<file path="src/rtl/spare_allocation_scheduler.sv">
// Search sequencer for the spare allocation analyzer. It walks the pivot
// row/column assignments in ascending order and stops at the first one whose
// analyzer result covers every valid non-pivot fault.
module spare_allocation_scheduler #(
    parameter int PCAM    = 8,
    parameter int NPCAM   = 30,
    parameter int RSPARE  = 4,
    parameter int CSPARE  = 4,
    parameter int ANA_LAT = 1
) (
    input  logic              clk,
    input  logic              rst_n,
    input  logic              start_i,
    input  logic              abort_i,
    input  logic [PCAM-1:0]   pivot_valid_i,
    input  logic [NPCAM-1:0]  np_valid_i,
    input  logic [NPCAM-1:0]  np_cover_i,
    output logic [PCAM-1:0]   dsss_o,
    output logic [RSPARE-1:0] rlss_o,
    output logic              busy_o,
    output logic              done_o,
    output logic              repair_ok_o,
    output logic [PCAM-1:0]   sol_dsss_o,
    output logic [RSPARE-1:0] sol_rlss_o
);

    localparam int CW = $clog2(PCAM + 1);
    localparam int WW = $clog2(ANA_LAT + 1);

    typedef enum logic [2:0] {
        S_IDLE,
        S_SCAN,
        S_APPLY,
        S_CHECK,
        S_DONE
    } state_t;

    state_t            state_q, state_d;
    logic [PCAM-1:0]   cand_q, cand_d;
    logic [WW-1:0]     wait_q, wait_d;
    logic [PCAM-1:0]   pv_q, pv_d;
    logic [NPCAM-1:0]  npv_q, npv_d;
    logic [PCAM-1:0]   dsss_q, dsss_d;
    logic [RSPARE-1:0] rlss_q, rlss_d;
    logic              repair_ok_q, repair_ok_d;
    logic [PCAM-1:0]   sol_dsss_q, sol_dsss_d;
    logic [RSPARE-1:0] sol_rlss_q, sol_rlss_d;

    logic [CW-1:0]     nrow;
    logic [CW-1:0]     npiv;
    logic              cand_legal;
    logic              cand_last;
    logic              covered;
    logic [RSPARE-1:0] rlss_cand;

    function automatic logic [CW-1:0] popcnt(input logic [PCAM-1:0] v);
        logic [CW-1:0] n;
        n = '0;
        for (int i = 0; i < PCAM; i++) begin
            n = n + CW'(v[i]);
        end
        return n;
    endfunction

    assign nrow = popcnt(cand_q);
    assign npiv = popcnt(pv_q);

    // A candidate may only place valid pivots, must fit in the row spares,
    // and the pivots left for columns must fit in the column spares.
    assign cand_legal = ((cand_q & ~pv_q) == '0) &&
                        (int'(nrow) <= RSPARE) &&
                        (int'(npiv) <= int'(nrow) + CSPARE);
    assign cand_last  = &cand_q;
    // Invalid non-pivot entries count as covered.
    assign covered    = &(np_cover_i | ~npv_q);

    // Thermometer code: the lowest nrow row-spare slots are enabled.
    genvar gi;
    generate
        for (gi = 0; gi < RSPARE; gi++) begin : g_rlss
            assign rlss_cand[gi] = (int'(nrow) > gi);
        end
    endgenerate

    // Next-state and datapath decisions for the search.
    always_comb begin
        state_d     = state_q;
        cand_d      = cand_q;
        wait_d      = wait_q;
        pv_d        = pv_q;
        npv_d       = npv_q;
        dsss_d      = dsss_q;
        rlss_d      = rlss_q;
        repair_ok_d = repair_ok_q;
        sol_dsss_d  = sol_dsss_q;
        sol_rlss_d  = sol_rlss_q;

        case (state_q)
            S_IDLE: begin
                if (start_i && !abort_i) begin
                    pv_d    = pivot_valid_i;
                    npv_d   = np_valid_i;
                    cand_d  = '0;
                    state_d = S_SCAN;
                end
            end
            S_SCAN: begin
                if (cand_legal) begin
                    dsss_d  = cand_q;
                    rlss_d  = rlss_cand;
                    wait_d  = WW'(ANA_LAT);
                    state_d = S_APPLY;
                end else if (cand_last) begin
                    repair_ok_d = 1'b0;
                    dsss_d      = '0;
                    rlss_d      = '0;
                    state_d     = S_DONE;
                end else begin
                    cand_d = cand_q + 1'b1;
                end
            end
            S_APPLY: begin
                if (wait_q == WW'(1)) begin
                    state_d = S_CHECK;
                end else begin
                    wait_d = wait_q - 1'b1;
                end
            end
            S_CHECK: begin
                if (covered) begin
                    sol_dsss_d  = cand_q;
                    sol_rlss_d  = rlss_q;
                    repair_ok_d = 1'b1;
                    dsss_d      = '0;
                    rlss_d      = '0;
                    state_d     = S_DONE;
                end else if (cand_last) begin
                    repair_ok_d = 1'b0;
                    dsss_d      = '0;
                    rlss_d      = '0;
                    state_d     = S_DONE;
                end else begin
                    cand_d  = cand_q + 1'b1;
                    state_d = S_SCAN;
                end
            end
            S_DONE: begin
                state_d = S_IDLE;
            end
            default: begin
                state_d = S_IDLE;
            end
        endcase

        // Abort drops the search without touching the last reported result.
        if (abort_i && (state_q != S_IDLE)) begin
            state_d     = S_IDLE;
            dsss_d      = '0;
            rlss_d      = '0;
            repair_ok_d = repair_ok_q;
            sol_dsss_d  = sol_dsss_q;
            sol_rlss_d  = sol_rlss_q;
        end
    end

    // State and datapath registers.
    always_ff @(posedge clk or negedge rst_n) begin
        if (!rst_n) begin
            state_q     <= S_IDLE;
            cand_q      <= '0;
            wait_q      <= '0;
            pv_q        <= '0;
            npv_q       <= '0;
            dsss_q      <= '0;
            rlss_q      <= '0;
            repair_ok_q <= 1'b0;
            sol_dsss_q  <= '0;
            sol_rlss_q  <= '0;
        end else begin
            state_q     <= state_d;
            cand_q      <= cand_d;
            wait_q      <= wait_d;
            pv_q        <= pv_d;
            npv_q       <= npv_d;
            dsss_q      <= dsss_d;
            rlss_q      <= rlss_d;
            repair_ok_q <= repair_ok_d;
            sol_dsss_q  <= sol_dsss_d;
            sol_rlss_q  <= sol_rlss_d;
        end
    end

    assign dsss_o      = dsss_q;
    assign rlss_o      = rlss_q;
    assign busy_o      = (state_q == S_SCAN) || (state_q == S_APPLY) || (state_q == S_CHECK);
    assign done_o      = (state_q == S_DONE);
    assign repair_ok_o = repair_ok_q;
    assign sol_dsss_o  = sol_dsss_q;
    assign sol_rlss_o  = sol_rlss_q;

endmodule

</file>
<file path="config.mk">
export PLATFORM = sky130hd
export DESIGN_NAME = spare_allocation_scheduler
export DESIGN_NICKNAME = d
export VERILOG_FILES = /design/src/rtl/spare_allocation_scheduler.sv
export SDC_FILE = /design/constraint.sdc
export NUM_CORES = 1
export LEC_CHECK = 0
export ABC_AREA = 1
export CAP_MARGIN = 20
export CORE_ASPECT_RATIO = 0.5
export CORE_MARGIN = 2
export CORE_UTILIZATION = 55
export DETAILED_ROUTE_END_ITERATION = 16
export GPL_TIMING_DRIVEN = 0
export PLACE_DENSITY = 0.87
export SLEW_MARGIN = 20
export SYNTH_ARGS = -nofsm -noshare
export SYNTH_HDL_FRONTEND = slang
export SYNTH_SLANG_ARGS = --single-unit
</file>
<file path="constraint.sdc">
create_clock -name clk -period 8.05 [get_ports clk]
set_input_delay 1.61 -clock clk [delete_from_list [all_inputs] [get_ports clk]]
set_output_delay 1.61 -clock clk [all_outputs]
set_load 0.02 [all_outputs]
</file>
==> out/qor.yml, run 1 <==
stdcell_count: 733
clkSinkCount: 75
wl_per_cell_um: 13.9
pwr-share-comb_pct: 62.6
crit_top_cell: "nand2_1"
grt_overflow_total: 0
ir_worst_vdd_mv: 0.458
cts_hold_buf: 0
ant_nets: 0
vias_per_cell: 5.16
setup_ws_ns: 3.11
cts_setup_buffers: 0
clkLatencyLatePin_ns: 0.33
core-area_sq_um: 7430
ys_warn_count: 0
ys_async_sr_fraction_pct: 100
die_y_um: 66.4
pwr-share-clk_pct: 16.3
hold_class: "flip-flop to flip-flop"
cp.arrival_ns: 5.16
report.final.slew_viol_count: 0
netSwitchingFraction_pct: 47.2
clockBufferDepth: 2
cts_tree: "done"
cp_max_fo: 9
p_int_mw: 1.44
initial_core_util_pct: 57.6
hpwl_um: 7520
crit_path_start_kind: "flip-flop"
outcome: "completed"
syn_area_per_cell_sq_um: 8.20
layout_min_cycle_time_ns: 4.94
n_antenna_cell: 0
synth-edff-count: 0
synth_most_common_cell: "nand2_1"
synth_area_sq_um: 4280
rows: 22
hp-start: "wait_q$_DFFE_PN0P_"
worstReg2RegStart: "cand_q[0]$_DFFE_PN0P_"
yosysSeqAreaShare_pct: 43.9
drtPass1Iterations: 5
n_fill_cell: 505
max_freq_mhz: 202
die_w_um: 129
synthesis.nets: 616
p_seq_share_pct: 21.1
syn_inst: 522
cts.htree.levels: 3
syn_to_final_growth_pct: 34.2
synth_area_leaders: "dfrtp_1 (44%), nand2_1 (15%), mux2_2 (7.4%)"
final.setup_skew_ns: 0.00785
startpoint: "cand_q[0]$_DFFE_PN0P_"
total_power_mw: 2.73
min_period_over_period_pct: 61.4
antenna_found_initial: 0
drive_gt1_share_pct: 12.6
slowest_stage: "fa_1"
power.leakage_nw: 2.92
cts_resized: 0
hold_viol_final: 0
yosys-top-cells-count: "nand2_1 (171), dfrtp_1 (75), inv_1 (68)"
cap_violations: 0
rsz0062_at_grt: "false"
grt_pass1_vias: 3636
routed_wl_um: 10200
pre_cts_ws_ns: 3.16
grt_pass1_wl_um: 16700
critical-path-max-stage-delay_ns: 0.61
grt_usage_pct: 25.7
layout.nets: 726
fin_area_sq_um: 5740
tns_ns: 0
finish.utilization_pct: 77.3
tightest_slew_ns: 0.391
grt_max_degree: 48
max_slew_margin_pct: 73.9
gp_congestion: 0.853
clk_pin_slew_ns: 0.06
drc: 0
numCtsBuffers: 9
multiInputGateArea_sq_um: 2050
cts_root_buf: "clkbuf_16"
synth_top_area_share_pct: 43.9
die-area_sq_um: 8540
dpl_cell_area_sq_um: 5410
p_sw_mw: 1.29
drt_iter0_markers: 263
cp.required_ns: 8.26
setup_viol: 0
dp.cells: 717
powerDensity_nw_per_um2: 476
end_kind: "flip-flop"
synth_flop_cell: "dfrtp_1"
io_pins: 99
crit_chain: "fa_1, inv_1, fa_1, fa_1, inv_1, ha_1, fa_1, xnor2_1, inv_1, ha_1, ha_1, nand2_1, inv_1, nand2_1, nand2_1, nand2_1, nand2_1, nor2_4, nor2_4, nand2_4, nand2_1, nand2_1"
dr_total_vias: 3780
synth_cell_types: 34
path_class: "flip-flop to flip-flop"
hold_ws_ns: 0.456
numPortBuffers: 98
yosys.area.top_type: "dfrtp_1"
regArea_sq_um: 1880
synth_seq_cells: 75
layer usage:
metal  GRT usage, %  wire [um]  vias up
li1               -          -     1850
met1           32.1       4480     1789
met2           45.2       4920      126
met3           6.80        687       15
met4           5.98        116        0
met5              0          0        -
logic make-up (layout without fill, tap and decap cells):
kind of cell | count (synthesis) | after routing | share of synthesized area, %
AOI/OAI and AO/OA | 40 | 40 | 5.44
xor gates and xnor gates | 5 | 5 | 1.02
adders and majority gates | 22 | 22 | 7.84
buffers and inverters | 88 | 203 | 8.27
DFF | 75 | 75 | 43.9
muxes | 28 | 28 | 7.37
and+or+nand+nor | 264 | 264 | 26.2
worst paths after layout:
check | endpoint | slack (ns) | cells past startpoint
worst max-delay path | cand_q[0]$_DFFE_PN0P_ | 3.11 | 22
worst min-delay path | wait_q$_DFFE_PN0P_ | 0.46 | 2
worst max register to register | cand_q[0]$_DFFE_PN0P_ | 3.11 | 22
worst min register to register | wait_q$_DFFE_PN0P_ | 0.46 | 2
max in group asynchronous | npv_q[26]$_DFFE_PN0P_ | 6.29 | 2
min in group asynchronous | dsss_o[4]$_DFFE_PN0P_ | 1.20 | 1
area by class of cell:
| class | instances | share of cell area (%) |
|---|---|---|
| buffer | 10 | 0.980 |
| clock buffer | 13 | 4.70 |
| tap | 96 | 2.09 |
| sequential | 75 | 32.7 |
| multi-input combinational | 359 | 35.7 |
| clock inverter | 3 | 1.20 |
| inverter | 78 | 5.18 |
| timing repair buffer | 99 | 17.5 |
power by group through the flow:
stage / combinational [mW] / clock, mW / sequential, mW
floorplan: 1.29 / 0 / 0.571
global placement: 1.59 / 0 / 0.574
detailed placement: 1.68 / 0 / 0.582
CTS: 1.70 / 0.452 / 0.576
global route: 1.96 / 0.476 / 0.590
finish: 1.71 / 0.446 / 0.576
state kept, by name, summed over array words and instances (netlist names):
signal	count
npv_q	30
cand_q	8
dsss_o	8
pv_q	8
sol_dsss_o	8
rlss_o	4
sol_rlss_o	4
state_q	3
repair_ok_o	1
wait_q	1
layout by cell type, fill, tap and decap left out, types with 2 or more instances in the layout:
cell / count
inv_4: 2
a21oi_1: 17
mux2_2: 28
nor2_2: 3
xnor2_1: 2
clkdlybuf4s50_1: 97
o21ai_0: 4
xor2_1: 3
o21ai_1: 11
nand2_1: 171
nor3b_1: 2
o211ai_1: 4
buf_2: 9
clkbuf_8: 3
inv_2: 8
nand4_1: 2
fa_1: 8
nor2_1: 42
clkbuf_16: 9
nor2_4: 3
nor3_1: 2
inv_1: 68
ha_1: 14
dfrtp_1: 75
o21bai_1: 2
nand2_2: 2
nand3_1: 30
bufinv_16: 2
worst max-delay path: cells and delay by family, from the launching register on:
family	cells	cell delay [ns]
adders and majority gates	7	2.73
and+or+nand+nor	10	1.05
DFF	1	0.51
buffers and inverters	4	0.28
xor gates and xnor gates	1	0.24
Power figures use the tool's default switching activity.
==> run 2: changes to the inputs <==
--- a/config.mk
+++ b/config.mk
@@ -9,10 +9,10 @@
 export CAP_MARGIN = 20
 export CORE_ASPECT_RATIO = 0.5
 export CORE_MARGIN = 2
-export CORE_UTILIZATION = 55
+export CORE_UTILIZATION = 51
 export DETAILED_ROUTE_END_ITERATION = 16
 export GPL_TIMING_DRIVEN = 0
-export PLACE_DENSITY = 0.87
+export PLACE_DENSITY = 0.81
 export SLEW_MARGIN = 20
 export SYNTH_ARGS = -nofsm -noshare
 export SYNTH_HDL_FRONTEND = slang
==> constraint.sdc (replaced) <==
create_clock -name clk -period 5.2 [get_ports clk]
set_input_delay 1.04 -clock clk [delete_from_list [all_inputs] [get_ports clk]]
set_output_delay 1.04 -clock clk [all_outputs]
set_load 0.02 [all_outputs]
==> out/qor.yml, run 2 (synthesis gave the netlist of run 1 again) <==
rows: 23
core-area_sq_um: 8060
routed.top_layer: "met4"
hpwl_um: 7440
regMostFlops: "npv_q"
end_kind: "flip-flop"
path_class: "flip-flop to flip-flop"
clockBufferDepth: 2
tns_ns: 0
final_common_cell: "nand2_1"
crit_path_start_kind: "flip-flop"
grt_max_degree: 47
tightest_slew_ns: 0.410
max_freq_mhz: 205
cp.required_ns: 5.42
die_w_um: 134
most-common-layout-cells: "nand2_1 (171), clkdlybuf4s50_1 (97), dfrtp_1 (74)"
cts_hold_buf: 0
drt_iter0_markers: 305
grt_pass1_vias: 3452
cts.htree.levels: 3
route.met2.wl_um: 4550
drt-met1-wl_um: 4570
die-area_sq_um: 9180
dp.cells: 733
largest_reg_flops: 30
numCtsBuffers: 9
hold_viol_final: 0
rsz0062_at_grt: "false"
wl_per_cell_um: 13.1
routed_wl_um: 9790
clk_pin_slew_ns: 0.06
die_y_um: 68.8
total_power_mw: 4.13
cts_root_buf: "clkbuf_16"
cap_violations: 0
ir_worst_vdd_mv: 0.681
fin_area_sq_um: 5730
n_fill_cell: 663
clkSinkCount: 75
grt_pass1_wl_um: 16100
syn_to_final_growth_pct: 34.0
startpoint: "cand_q[1]$_DFFE_PN0P_"
gp_congestion: 0.802
numPortBuffers: 98
report.final.slew_viol_count: 0
io_pins: 99
clkLatencyLatePin_ns: 0.33
outcome: "completed"
cts_setup_buffers: 0
drtPass1Iterations: 5
met3_wirelength_um: 596
cts_resized: 0
antenna_found_initial: 0
cp.arrival_ns: 5.10
stdcell_count: 748
vias_per_cell: 4.94
worstReg2RegStart: "cand_q[1]$_DFFE_PN0P_"
layout_min_cycle_time_ns: 4.88
dpl_cell_area_sq_um: 5430
dr_total_vias: 3698
n_antenna_cell: 0
drive_gt1_share_pct: 12.6
final.setup_skew_ns: 0.00488
power.leakage_nw: 2.91
setup_viol: 0
ant_nets: 0
min_period_over_period_pct: 93.9
powerDensity_nw_per_um2: 721
initial_core_util_pct: 53.1
cp_max_fo: 9
hold_class: "flip-flop to flip-flop"
cts_tree: "done"
max_slew_margin_pct: 72.7
hp-start: "wait_q$_DFFE_PN0P_"
layout.nets: 726
grt_overflow_total: 0
drc: 0
grt_usage_pct: 22.3
## run 2: cell types whose count changed in the layout (fill, tap and decap cells not counted), sizes merged
cell / previous run / this run
clkinv: 1 / 3
clkbuf: 13 / 10
## run 2: metal layers
| metal | track usage, % | vias to the layer above |
|---|---|---|
| met5 | 0 | - |
| met4 | 5.05 | 0 |
| met3 | 4.31 | 8 |
| met2 | 38.4 | 111 |
| met1 | 30.0 | 1735 |
| li1 | - | 1844 |
## run 2: cell type report
class | instances | area (sq um) | area share [%]
repair buffers | 99 | 1010 | 17.5
multi-input cells | 359 | 2050 | 35.7
clock inverters | 5 | 78.8 | 1.37
inverters | 78 | 298 | 5.19
clock buffers | 10 | 229 | 3.99
well taps | 112 | 140 | 2.44
flip-flops and latches | 75 | 1880 | 32.8
plain buffers | 10 | 56.3 | 0.982
## run 2: final timing paths
kind / to / slack [ns] / depth (start not counted)
setup / recovery: cand_q[2]$_DFFE_PN0P_ / 0.32 / 21
hold / removal: wait_q$_DFFE_PN0P_ / 0.47 / 2
setup reg to reg: cand_q[2]$_DFFE_PN0P_ / 0.32 / 21
hold reg to reg: wait_q$_DFFE_PN0P_ / 0.47 / 2
max in group asynchronous: cand_q[0]$_DFFE_PN0P_ / 3.99 / 2
min in group asynchronous: rlss_o[1]$_DFFE_PN0P_ / 0.65 / 1
## run 2: metrics by stage
stage / worst slack (ns) / hold WS, ns / util [%]
final: 0.316 / 0.468 / 71.2
after global routing: 0.0575 / 0.499 / 71.2
after CTS: 0.294 / 0.473 / 71.1
after detailed placement: 0.337 / 0.458 / 67.3
after global placement: 0.359 / 0.443 / 67.0
after floorplan: 0.829 / 0.422 / -
## run 2: worst max-delay path: stages, from the launching register on
cell and delay (ns):
dfrtp_1 0.50, fa_1 0.56, inv_1 0.05, fa_1 0.44, fa_1 0.49, inv_1 0.04, ha_1 0.21, fa_1 0.39
xnor2_1 0.27, inv_1 0.13, ha_1 0.30, ha_1 0.29, nand2_1 0.09, nor2_1 0.05, nor2_1 0.07, nand2_1 0.10
nand2_1 0.21, nor2_4 0.06, nor2_4 0.23, nand2_4 0.13, nand2_1 0.09, nand2_1 0.05
## run 2: where the power goes
part           switching (mW)  internal [mW]
combinational            1.61          0.987
sequential              0.112          0.779
clock                   0.231          0.416
total                    1.95           2.18
==> run 3: changes to the inputs <==
--- a/config.mk
+++ b/config.mk
@@ -12,7 +12,7 @@
 export CORE_UTILIZATION = 51
 export DETAILED_ROUTE_END_ITERATION = 16
 export GPL_TIMING_DRIVEN = 0
-export PLACE_DENSITY = 0.81
+export PLACE_DENSITY = 0.83
 export SLEW_MARGIN = 20
 export SYNTH_ARGS = -nofsm -noshare
 export SYNTH_HDL_FRONTEND = slang
==> constraint.sdc (replaced) <==
create_clock -name clk -period 5.2 [get_ports clk]
set_input_delay 1.04 -clock clk [delete_from_list [all_inputs] [get_ports clk]]
set_output_delay 1.04 -clock clk [all_outputs]
set_load 0.1 [all_outputs]
==> out/qor.yml, run 3 (synthesis gave the netlist of run 1 again) <==
most-common-layout-cells: "nand2_1 (171), clkdlybuf4s50_1 (97), dfrtp_1 (75)"
hold_ws_ns: 0.457
cts_root_buf: "clkbuf_16"
p_sw_mw: 2.13
crit_chain: "fa_1, inv_1, fa_1, fa_1, inv_1, ha_1, fa_1, xnor2_2, inv_1, ha_1, ha_1, nand2_1, nor2_1, nor2_1, nand2_1, nand2_1, nor2_4, nor2_4, nand2_4, nand2_1, nand2_1"
dpl_cell_area_sq_um: 5420
clkLatencyLatePin_ns: 0.33
cp_max_fo: 9
setup_ws_ns: 0.335
hp-start: "wait_q$_DFFE_PN0P_"
startpoint: "cand_q[0]$_DFFE_PN0P_"
outcome: "completed"
clk_pin_slew_ns: 0.06
crit_family: "adder cells"
cts_setup_buffers: 0
max_freq_mhz: 206
drt_iter0_markers: 275
io_pins: 99
grt_max_degree: 41
regMostFlops: "npv_q"
max_slew_margin_pct: 33.7
crit_path_start_kind: "flip-flop"
pwr-share-clk_pct: 15.5
dr_total_vias: 3684
n_fill_cell: 628
largest_reg_flops: 30
drtPass1Iterations: 4
clockBufferDepth: 2
cp.required_ns: 5.42
path_class: "flip-flop to flip-flop"
die_y_um: 68.8
initial_core_util_pct: 53.1
vias_per_cell: 4.92
routed_wl_um: 9980
drive_gt1_share_pct: 12.7
tns_ns: 0
multiInputGateArea_sq_um: 2060
cts.htree.levels: 3
drc: 0
grt_pass1_vias: 3480
cp.arrival_ns: 5.08
hpwl_um: 7400
cts_tree: "done"
p_seq_share_pct: 20.4
regArea_sq_um: 1880
total_power_mw: 4.36
syn_to_final_growth_pct: 34.5
power.leakage_nw: 2.91
gp_congestion: 0.815
powerDensity_nw_per_um2: 758
ir_worst_vdd_mv: 0.656
die-area_sq_um: 9180
min_period_over_period_pct: 93.6
crit_top_cell: "nand2_1"
pwr-share-comb_pct: 64.1
grt_overflow_total: 0
tightest_slew_ns: 0.991
layout.nets: 726
worstReg2RegStart: "cand_q[0]$_DFFE_PN0P_"
antenna_found_initial: 0
final.setup_skew_ns: 0.00399
clkSinkCount: 75
p_int_mw: 2.23
grt_pass1_wl_um: 16100
netSwitchingFraction_pct: 48.9
setup_viol: 0
fin_area_sq_um: 5750
numPortBuffers: 98
pre_cts_ws_ns: 0.335
worst-path-buf-inv: 3
grt_usage_pct: 22.9
cts_hold_buf: 0
cap_violations: 0
rsz0062_at_grt: "false"
die_w_um: 134
slowest_stage: "fa_1"
critical-path-max-stage-delay_ns: 0.59
ant_nets: 0
report.final.slew_viol_count: 0
wl_per_cell_um: 13.3
layout_min_cycle_time_ns: 4.87
core-area_sq_um: 8060
rows: 23
hold_class: "flip-flop to flip-flop"
n_antenna_cell: 0
cts_resized: 0
numCtsBuffers: 9
hold_viol_final: 0
final_common_cell: "nand2_1"
end_kind: "flip-flop"
## run 3: cell types whose count changed in the layout (fill, tap and decap cells not counted)
cell	before	now
clkinv_2	2	1
xnor2_2	0	1
buf_12	0	1
clkinvlp_4	0	1
buf_16	1	0
clkinv_4	1	0
dfrtp_1	74	75
xnor2_1	2	1
clkbuf_8	0	2
dfrtp_2	1	0
## run 3: worst paths after layout
path | slack (ns) | depth (start not counted) | to
max in group asynchronous | 3.97 | 2 | npv_q[0]$_DFFE_PN0P_
min | 0.46 | 2 | wait_q$_DFFE_PN0P_
min reg2reg | 0.46 | 2 | wait_q$_DFFE_PN0P_
max | 0.33 | 21 | cand_q[4]$_DFFE_PN0P_
min in group asynchronous | 0.66 | 1 | dsss_o[2]$_DFFE_PN0P_
max reg2reg | 0.33 | 21 | cand_q[4]$_DFFE_PN0P_
## run 3: power groups by stage
| stage | Clock (mW) | Sequential [mW] | Combinational (mW) |
|---|---|---|---|
| global placement | 0 | 0.889 | 2.60 |
| floorplan | 0 | 0.980 | 2.03 |
| global route | 0.712 | 0.912 | 3.18 |
| CTS | 0.685 | 0.890 | 2.78 |
| finish | 0.677 | 0.889 | 2.79 |
| detailed placement | 0 | 0.900 | 2.73 |
## run 3: worst min-delay path: cells and delay by family, from the launching register on
kind / cells / cell delay (ns)
simple gates: 1 / 0.05
flops: 1 / 0.32
buf+inv: 1 / 0.05
## run 3: routing by layer
layer | vias up | share of wire [%] | global-route usage, %
li1 | 1847 | - | -
met1 | 1708 | 45 | 29.2
met2 | 120 | 48 | 40.4
met3 | 9 | 6.7 | 4.82
met4 | 0 | 1.1 | 6.78
met5 | - | 0 | 0
## run 3: layout make-up
| class | instances | area share (%) |
|---|---|---|
| Multi-Input combinational cell | 359 | 35.7 |
| Sequential cell | 75 | 32.6 |
| Timing Repair Buffer | 99 | 17.4 |
| Inverter | 78 | 5.18 |
| Clock buffer | 12 | 4.46 |
| Tap cell | 112 | 2.44 |
| Clock inverter | 4 | 1.26 |
| Buffer | 10 | 0.978 |
## run 3: through the flow
| step | utilization, % | cells |
|---|---|---|
| floorplan | - | 522 |
| global placement | 67.0 | 732 |
| detailed placement | 67.2 | 733 |
| CTS | 71.3 | 749 |
| global route | 71.4 | 749 |
| finish | 71.4 | 749 |
